## config.mk

```make
export PLATFORM = sky130hd
export DESIGN_NAME = clz_unit
export DESIGN_NICKNAME = d
export VERILOG_FILES = /design/src/rtl/clz_unit.sv
export SDC_FILE = /design/constraint.sdc
export NUM_CORES = 1
export LEC_CHECK = 0
export ABC_CLOCK_PERIOD_IN_PS = 2800
export BUFFER_PORTS_ARGS = -buffer_cell sky130_fd_sc_hd__buf_2
export CAP_MARGIN = 15
export CORE_UTILIZATION = 45
export DETAILED_ROUTE_END_ITERATION = 10
export PLACE_DENSITY = 0.65
export SLEW_MARGIN = 5
export SYNTH_ARGS = -nofsm -noshare
export SYNTH_HDL_FRONTEND = slang
export SYNTH_SLANG_ARGS = --single-unit
```

## constraint.sdc

```tcl
create_clock -name clk -period 2.8 [get_ports clk]
set_input_delay 0.42 -clock clk [delete_from_list [all_inputs] [get_ports clk]]
set_output_delay 0.42 -clock clk [all_outputs]
set_load 0.05 [all_outputs]
```

## src/rtl/clz_unit.sv

```systemverilog
// Multi-cycle count-leading-zeros/ones unit: 16/8/4/2/1 binary search, one stage
// per clock, returning the count and the operand normalized by that count.
module clz_unit (
  input  logic        clk,
  input  logic        rst_n,
  input  logic        start,
  input  logic        Op,
  input  logic [31:0] Data,
  output logic        busy,
  output logic        done,
  output logic [5:0]  Count,
  output logic [31:0] Normalized
);

  // state  | meaning
  // IDLE   | waiting for start; done may still be pulsing from the last result
  // SEARCH | one binary-search stage per cycle, stage = 0..4 (width 16 >> stage)
  // FINISH | resolve all-ones/all-zeros case, register results and done
  typedef enum logic [1:0] {IDLE, SEARCH, FINISH} state_t;

  state_t      state, state_nxt;
  logic [2:0]  stage, stage_nxt;
  logic [31:0] w_reg, w_nxt;
  logic [31:0] d_reg, d_nxt;
  logic [5:0]  c_reg, c_nxt;
  logic        done_nxt;
  logic [5:0]  count_nxt;
  logic [31:0] norm_nxt;
  logic [4:0]  step;
  logic [31:0] mask;
  logic        top_zero;

  assign step     = 5'd16 >> stage;
  assign mask     = ~(32'hFFFF_FFFF >> step);
  assign top_zero = (w_reg & mask) == 32'h0;
  assign busy     = (state != IDLE);

  always_ff @(posedge clk or negedge rst_n) begin
    if (!rst_n) begin
      state      <= IDLE;
      stage      <= 3'd0;
      w_reg      <= 32'h0;
      d_reg      <= 32'h0;
      c_reg      <= 6'd0;
      done       <= 1'b0;
      Count      <= 6'd0;
      Normalized <= 32'h0;
    end else begin
      state      <= state_nxt;
      stage      <= stage_nxt;
      w_reg      <= w_nxt;
      d_reg      <= d_nxt;
      c_reg      <= c_nxt;
      done       <= done_nxt;
      Count      <= count_nxt;
      Normalized <= norm_nxt;
    end
  end

  always_comb begin
    state_nxt = state;
    stage_nxt = stage;
    w_nxt     = w_reg;
    d_nxt     = d_reg;
    c_nxt     = c_reg;
    done_nxt  = 1'b0;
    count_nxt = Count;
    norm_nxt  = Normalized;
    case (state)
      IDLE: begin
        if (start) begin
          // CLO is searched as CLZ of the inverted operand; D keeps the true bits.
          w_nxt     = Op ? ~Data : Data;
          d_nxt     = Data;
          c_nxt     = 6'd0;
          stage_nxt = 3'd0;
          state_nxt = SEARCH;
        end
      end
      SEARCH: begin
        if (top_zero) begin
          c_nxt = c_reg + {1'b0, step};
          w_nxt = w_reg << step;
          d_nxt = d_reg << step;
        end
        if (stage == 3'd4) state_nxt = FINISH;
        else stage_nxt = stage + 3'd1;
      end
      FINISH: begin
        // W[31] clear here means the searched word was all zeros: count is 32.
        count_nxt = w_reg[31] ? c_reg : 6'd32;
        norm_nxt  = w_reg[31] ? d_reg : 32'h0;
        done_nxt  = 1'b1;
        state_nxt = IDLE;
      end
      default: state_nxt = IDLE;
    endcase
  end

endmodule

```

==> After elaboration in Yosys (flattened, before gate mapping) <==
Cells that the tools add are included.
{ "word_totals": {"reg_bits": 114, "in_bits": 36, "wordCells": 50, "output_inout_bits": 40} }
{ "op_classes": {"n_shift": 4, "bitwise_logic": 3, "reduce_logical": 7, "add_sub_neg": 2, "mux": 19, "eq_ne": 7} }
{ "ops": {"columns": ["op", "count"], "rows": [
  ["32-bit 2-to-1 mux", 6],
  ["32-bit case mux with 2 select lines", 2],
  ["32-bit NOT", 2],
  ["32-bit by 5-bit left shift with 32-bit output", 2],
  ["32-bit AND", 1],
  ["32-bit zero test", 1],
  ["32-bit by 5-bit >> shifter with 32-bit output, first input constant", 1],
  ["6-bit 2-to-1 mux", 3],
  ["6-bit case mux with 2 select lines", 1],
  ["2-bit inequality test, second input constant", 4],
  ["6-bit by 5-bit adder with 6-bit output", 1],
  ["3-bit 2-to-1 mux", 2],
  ["3-bit case mux with 2 select lines", 1],
  ["3-bit AND reduction", 2],
  ["5-bit by 3-bit >> shifter with 5-bit output, first input constant", 1],
  ["2-bit 2-to-1 mux", 2],
  ["2-bit case mux with 2 select lines", 1],
  ["2-bit nonzero test", 2],
  ["3-bit by 1-bit adder with 3-bit output, second input constant", 1],
  ["3-bit equality test, second input constant", 1],
  ["2-bit by 1-bit equality test with 1-bit output, second input constant", 1],
  ["2-bit equality test, second input constant", 1],
  ["2-bit zero test", 1],
  ["2-bit AND reduction", 1],
  ["1-bit 2-to-1 mux", 1]
]} }

==> Depth between registers and ports, before layout <==
Gate-level depths: netlist (run 1).
{ "depth": {"depth_word": 7, "depth_mapped": 15, "mapped_depth_nobuf": 12} }

==> Worst setup path before layout (run 1) <==
Ideal clock, no wire load.
{ "synth_path": {"kind": "reg2reg", "start": "register stage[2]", "end": "register w_reg[29]", "arrival_ps": 2769, "stages_incl_launch_ff": 14, "setup_time_ps": 125, "period_less_slack_ps": 2894, "required_time_ps": 2675, "path_buffers": 4, "slack_ps": -94, "cell_sequence": "dfrtp_1 > inv_2 > clkbuf_1 > ha_1 > buf_4 > buf_4 > buf_4 > mux2i_1 > nand2_1 > o211ai_1 > o211ai_1 > a221oi_1 > a21oi_1 > mux2_2"} }
{ "synth_between": {"elab_chain_cells": 7, "elab_cells_between_ends": 10, "classes_between": "1 x eq/ne; 3 x shift; 2 x mux; 2 x bitwise; 2 x reduce/logical"} }
{ "synth_rtl": {"columns": ["item", "line_no", "rtl"], "rows": [
  ["start: declaration", "22", "logic [2:0] stage, stage_nxt;"],
  ["start signal: assignment", "50", "stage <= stage_nxt;"],
  ["5-bit by 3-bit >> shifter with 5-bit output (*)", "33", "assign step = 5'd16 >> stage;"],
  ["32-bit by 5-bit >> shifter with 32-bit output", "34", "assign mask = ~(32'hFFFF_FFFF >> step);"],
  ["32-bit NOT", "34", null],
  ["32-bit AND", "35", "assign top_zero = (w_reg & mask) == 32'h0;"],
  ["32-bit zero test", "35", null],
  ["2-bit inequality test (no source line)", null, null],
  ["3-bit AND reduction (no source line)", null, null],
  ["end signal: assignment", "51", "w_reg <= w_nxt;"],
  ["end: declaration", "23", "logic [31:0] w_reg, w_nxt;"]
]} }
Every way passes the cells marked *; elsewhere a longest branch is shown, timed or not. The select of a mux whose other input is x is not followed.
A chain may end at the register's enable or synchronous reset.

==> Worst setup path after layout (run 1) <==
{ "layout_path": {"start": "register stage[1]", "end": "register d_reg[15]"} }
{ "layout_between": {"elab_chain_cells": 7, "elab_cells_between_ends": 10, "classes_between": "1 x eq/ne; 3 x shift; 2 x mux; 2 x bitwise; 2 x reduce/logical"} }
{ "layout_rtl": {"columns": ["item", "line_no", "rtl"], "rows": [
  ["5-bit by 3-bit >> shifter with 5-bit output (*)", "33", null],
  ["32-bit by 5-bit >> shifter with 32-bit output", "34", null],
  ["32-bit NOT", "34", null],
  ["32-bit AND", "35", null],
  ["32-bit zero test", "35", null],
  ["2-bit inequality test (no source line)", null, null],
  ["3-bit AND reduction (no source line)", null, null],
  ["end signal: assignment", "52", "d_reg <= d_nxt;"],
  ["end: declaration", "24", "logic [31:0] d_reg, d_nxt;"]
]} }
Marked as above.

==> run summary, run 1 <==
Cell area after synthesis -> 8810 um^2
P&R area growth vs syn -> 31.8%
# rows -> 50
DR DRC count -> 0
Average size of a mapped cell -> 8.12 um^2
RePlAce Congestion -> 1.02
Hold WS -> -0.0221 ns
Fin nets -> 1315
Top Layer Used -> met4
Mapped Cells -> 1084
CP Launch Type -> flop
DR WL met2 -> 16000 um
Least-Margin Pin Slew -> 0.751 ns
Final period util -> 1.00
Layout cells sized above 1 -> 0.301
Via count -> 9800
Max stage delay on crit path -> 0.45 ns
Fillers -> 1750
IO Count -> 76
Worst path cell trace -> ha_4 -> ha_4 -> buf_6 -> buf_4 -> nand2_1 -> o21ai_0 -> o21ai_0 -> o221ai_1 -> buf_4 -> a22oi_1 -> a21oi_1
First-pass GRT wire length -> 55200 um
Die area -> 20100 um^2
Crit. End Element -> flop
Main combinational cell family by area after synthesis -> compound AO/OA/AOI/OAI gates
Maxcap violations -> 0
Max Transition Viols Final -> 0
Fin Setup TNS -> -0.000168 ns
Multiplexer share of the synthesized area -> 0.117
Post-synth EDFFs -> 0
Vias in the first global route -> 9281
Syn Nets -> 1130
PnR worst setup slack -> -0.000168 ns
IO buf count -> 75
Max_slew headroom -> 0.495
TritonRoute pass-1 iters -> 7
FMAX -> 0.357 GHz
HP Class -> input pin to async pin
Avg WL per Cell -> 23.5 um
Routed wl met3 -> 3800 um
Initial core utilization -> 0.465
RSZ-0062 raised after global routing -> true
Crit Path Class -> flop to flop
Root Driver -> clkbuf_16
Post-Synth Simple-Gate Area -> 0.146
Grt total ovfl -> 0
Die Y-Extent -> 142 um
Total CTS buffers -> 17
Total Routing Usage GR -> 0.367
Clock Tree Buf Depth -> 2
DP Worst Slack -> -0.0828 ns
Die Wd -> 142 um
Sequential share of the synthesized area -> 0.324
Crit path max fanout -> 9
Final Hold Viols -> 39
Max stage delay cell, worst path -> dfrtp_2
# clock sinks -> 114
Ys async rst share -> 1.00
CTS tree -> built
HPWL after detailed placement -> 26800 um
Iteration-0 DRC Markers -> 1232
Initial antenna violation count -> 0
Post-Synth XOR/XNOR Area -> 0.0358
H-tree levels -> 4
Total wire length -> 36200 um
Critical Path AT -> 3.11 ns
Core footprint -> 19000 um^2
Largest net degree at the start of global routing -> 78
Adder-Cell Fraction of Synth Area -> 0.0142
Synth Area in Compound Gates -> 0.295
Worst Skew -> 0.0124 ns
Tmin final -> 2.80 ns
Met1 wire length -> 14900 um
FF+latch count, synth -> 114
Clk_lat worst skew -> 0.44 ns
Synthesis Warnings -> 0
Antenna Cells -> 0
Worst Path Required -> 3.11 ns
Setup violators final -> 1
Routed Antenna Nets -> 0
Yosys cell types -> 65
CTS clk-pin slew, worst paths -> 0.07 ns
Status -> finished, violations left
Vias/cell -> 6.36
Top FF cell, synth -> dfrtp_1
Failing checks -> negative hold slack, negative setup slack
cell usage after synthesis (8+ instances only):
library cell  instances  area (um^2)
ha_1                 10          125
mux2_2               25          282
buf_4                 9         67.6
o22ai_1              19          119
mux2i_1              56          561
a211oi_1             16          120
nor3_1                8         40.0
o211ai_1             19          143
o221ai_1             20          175
buf_1                10         37.5
o31ai_1              13         97.6
inv_1                29          109
nand3_1              28          140
a221oi_1              8         70.1
buf_2                23          115
a21oi_1              85          425
a22oi_1              35          263
xnor2_1              17          149
dfrtp_1             114         2850
o21ai_0              92          460
nand2_1             143          537
o21a_1               11         82.6
xor2_1               19          166
clkbuf_1             54          203
nor2_1               94          353
a31oi_1              13         81.3
timing repair:
action,in CTS,in global routing
gates cloned,1,1
buffers inserted,4,5
setup endpoints to repair,41,66
hold endpoints to repair,0,0
pin swaps,3,9
gates resized for setup,13,56
hold buffers,0,0
worst paths after layout:
kind | end | startpoint | cells past startpoint | slack, ns
setup / recovery | d_reg[15] | stage[1] | 11 | -0.0002
hold / removal | stage[2] | rst_n | 1 | -0.02
setup reg to reg | d_reg[15] | stage[1] | 11 | -0.0002
hold reg to reg | Normalized[27] | Normalized[27] | 2 | 0.47
max in group asynchronous | d_reg[10] | rst_n | 2 | 2.08
min in group clk | d_reg[26] | Data[26] | 3 | 0.28
per-layer routing:
metal / track usage / up-vias
met2: 0.558 / 616
met1: 0.493 / 4677
met3: 0.0935 / 133
met5: 0 / -
met4: 0.156 / 0
li1: - / 4374
final cells by class:
type / instances / area, um^2 / area share
Tap cell: 260 / 325 / 0.0280
Inverter: 33 / 126 / 0.0109
Timing Repair Buffer: 266 / 2040 / 0.176
Sequential cell: 114 / 2860 / 0.246
Clock inverter: 14 / 206 / 0.0178
Multi-Input combinational cell: 837 / 5620 / 0.485
Clock buffer: 17 / 425 / 0.0367
stage by stage:
| step | hold slack [ns] | cell area, um^2 | util | std cells |
|---|---|---|---|---|
| floorplan | 0.124 | 8810 | - | 1084 |
| global placement | 0.456 | 10500 | 0.556 | 1499 |
| detailed placement | 0.461 | 10500 | 0.556 | 1499 |
| CTS | 0.00522 | 11300 | 0.596 | 1535 |
| global route | 0.0235 | 11600 | 0.612 | 1541 |
| finish | -0.0221 | 11600 | 0.612 | 1541 |
worst max-delay path, delay by kind of cell (launching register included):
family,cells,cell delay (ns)
adders and majority gates,2,0.37
and+or+nand+nor,1,0.11
DFF,1,0.45
AOI/OAI and AO/OA,5,1.17
buffers and inverters,3,0.56
cell families (layout without fill, tap and decap cells):
| logic type | count (synthesis) | count (layout) |
|---|---|---|
| XOR/XNOR | 36 | 36 |
| flip-flops | 114 | 114 |
| AO/OA/AOI/OAI | 393 | 393 |
| AND/OR/NAND/NOR | 307 | 307 |
| buffers and inverters | 133 | 330 |
| adder cells (fa/ha/maj) | 10 | 10 |
| multiplexers | 91 | 91 |
layout by cell type, fill, tap and decap left out, drive strengths merged, types with 8 or more instances in the layout:
master	n
a21oi	85
ha	10
dfrtp	114
a31oi	13
o31ai	13
a221oi	8
mux2	28
clkbuf	18
o211ai	19
o21ai	96
o221ai	20
nand3	28
nand2	143
xnor2	17
a211oi	16
o22ai	19
mux2i	56
nor2	94
o21a	11
a22oi	35
xor2	19
nor3	8
inv	35
buf	264
Power of run 1 is not shown: default switching activity piles up to over one toggle a cycle in this logic, so the estimate is an artifact.
==> inputs of run 2 (changes only) <==
Settings changed: RECOVER_POWER from default to 100.
==> run 2 against run 1 <==
Effect of this change: the flow finishes with violations (max-capacitance violations, max-slew violations); clock skew about the same; global-route usage unchanged; worst setup slack better by 0.045 ns; die area is the same; design area down 0.52%; core utilization shrank 0.32 points; worst hold slack improved by 0.30 ns; register-to-register slack improved by 0.04 ns; final cell count unchanged; wire length grew 0.14%; via count decreased by 0.14%; count of clock-buffer cells in the layout is the same; largest cell class unchanged.
==> run summary, run 2 (synthesis results as in run 1) <==
DR DRC count -> 0 (unchanged)
HPWL after detailed placement -> 26800 um (unchanged)
Crit. End Element -> flop
RePlAce Congestion -> 1.02 (unchanged)
Avg WL per Cell -> 23.5 um (+0.14%)
Vias in the first global route -> 9281 (unchanged)
Total wire length -> 36300 um (+0.14%)
Vias/cell -> 6.35 (-0.14%)
Maxcap violations -> 1 (+1)
Crit path max fanout -> 9 (unchanged)
HP Class -> input pin to flop
CTS clk-pin slew, worst paths -> 0.07 ns (about the same)
FMAX -> 0.363 GHz (+1.6%)
Die area -> 20100 um^2 (unchanged)
Hold WS -> 0.277 ns (+0.299 ns)
First-pass GRT wire length -> 55200 um (unchanged)
Initial core utilization -> 0.465 (unchanged)
Status -> finished, violations left
IO buf count -> 75 (unchanged)
Grt total ovfl -> 0 (unchanged)
Crit Path Class -> flop to flop
Total Routing Usage GR -> 0.367 (unchanged)
PnR worst setup slack -> 0.0446 ns (+0.0448 ns)
H-tree levels -> 4 (unchanged)
Total CTS buffers -> 17 (unchanged)
Routed Antenna Nets -> 0 (unchanged)
Largest net degree at the start of global routing -> 78 (unchanged)
Tmin final -> 2.76 ns (-0.0448 ns)
Clock Tree Buf Depth -> 2 (unchanged)
DP Worst Slack -> -0.0828 ns (unchanged)
Most frequent cells in the layout -> buf_4, nand2_1, dfrtp_1
CTS tree -> built
Via count -> 9786 (-0.14%)
GR peak layer -> met2
Die Wd -> 142 um (unchanged)
Final Hold Viols -> 0 (-100%)
Commonest non-fill, non-tap cell in the layout -> buf_4
Fin Setup TNS -> 0 ns (+0.000168 ns)
Iteration-0 DRC Markers -> 1207 (-2.0%)
Max Transition Viols Final -> 42 (+42)
Worst Path Required -> 3.11 ns (about the same)
Met1 global-route usage -> 0.493 (unchanged)
Clk_lat worst skew -> 0.44 ns (about the same)
# clock sinks -> 114 (unchanged)
Final period util -> 0.984 (-0.0160)
Antenna Cells -> 0 (unchanged)
Worst Skew -> 0.0121 ns (-0.000344 ns)
Layout cells sized above 1 -> 0.269 (-0.0312)
Cts-stage hold buffer count -> 0 (unchanged)
Fin nets -> 1315 (unchanged)
Fillers -> 1777 (+1.5%)
Failing checks -> max-capacitance violations, max-slew violations
Critical Path AT -> 3.07 ns (-0.04 ns)
Root Driver -> clkbuf_16
Met3 usage -> 0.0935 (unchanged)
Max_slew headroom -> -0.588 (-1.08)
Least-Margin Pin Slew -> 2.38 ns (+1.63 ns)
Initial antenna violation count -> 0 (unchanged)
GR Util met2 -> 0.558 (unchanged)
TritonRoute pass-1 iters -> 9 (+2)
Core footprint -> 19000 um^2 (unchanged)
Setup violators final -> 0 (-1)
IO Count -> 76 (unchanged)
Die Y-Extent -> 142 um (unchanged)
CP Launch Type -> flop
P&R area growth vs syn -> 31.1%
# rows -> 50 (unchanged)
RSZ-0062 raised after global routing -> true
run 2: cell count changes in the layout (fill, tap and decap cells not counted), sizes merged:
cell	before	now
buf	264	222
clkbuf	18	60
run 2: through the flow:
stage	utilization	cell area [um^2]	std cells
2_1_floorplan	-	8810	1084
3_3_place_gp	0.556	10500	1499
3_5_place_dp	0.556	10500	1499
4_1_cts	0.596	11300	1535
5_1_grt	0.609	11500	1541
6_report	0.609	11500	1541
run 2: metal layers:
layer	vias to the layer above	wire [um]
met3	119	3630
met4	0	1520
met1	4698	15100
li1	4372	-
met5	-	0
met2	597	16000
run 2: worst max-delay path: stages (launching register included):
cell and delay, ns:
dfrtp_2 0.45, ha_4 0.19, ha_4 0.18, buf_6 0.14
buf_4 0.18, nand2_1 0.11, o21ai_0 0.13, o21ai_0 0.31
o221ai_1 0.32, buf_4 0.23, a22oi_1 0.24, a21oi_1 0.12
run 2: final timing paths:
kind,startpoint,to,slack (ns),depth (start not counted)
min in group asynchronous,rst_n,Count[1],0.71,1
worst max register to register,stage[0],d_reg[15],0.04,11
worst min register to register,Normalized[27],Normalized[27],0.47,2
worst min-delay path,Data[26],d_reg[26],0.28,3
max in group asynchronous,rst_n,d_reg[10],0.51,2
worst max-delay path,stage[0],d_reg[15],0.04,11
run 2: cell type report:
class / instances / area, um^2 / area share
repair buffers: 266 / 1980 / 0.172
well taps: 260 / 325 / 0.0282
clock inverters: 14 / 206 / 0.0179
flip-flops and latches: 114 / 2860 / 0.247
multi-input cells: 837 / 5620 / 0.487
clock buffers: 17 / 425 / 0.0368
inverters: 33 / 126 / 0.0109
run 2: what timing repair did:
item                       CTS  global route
buffers inserted             4             5
resized for setup           13            56
pin swaps                    3             9
setup endpoints to repair   41            66
cloned                       1             1
Power of run 2 is left out for the same reason.
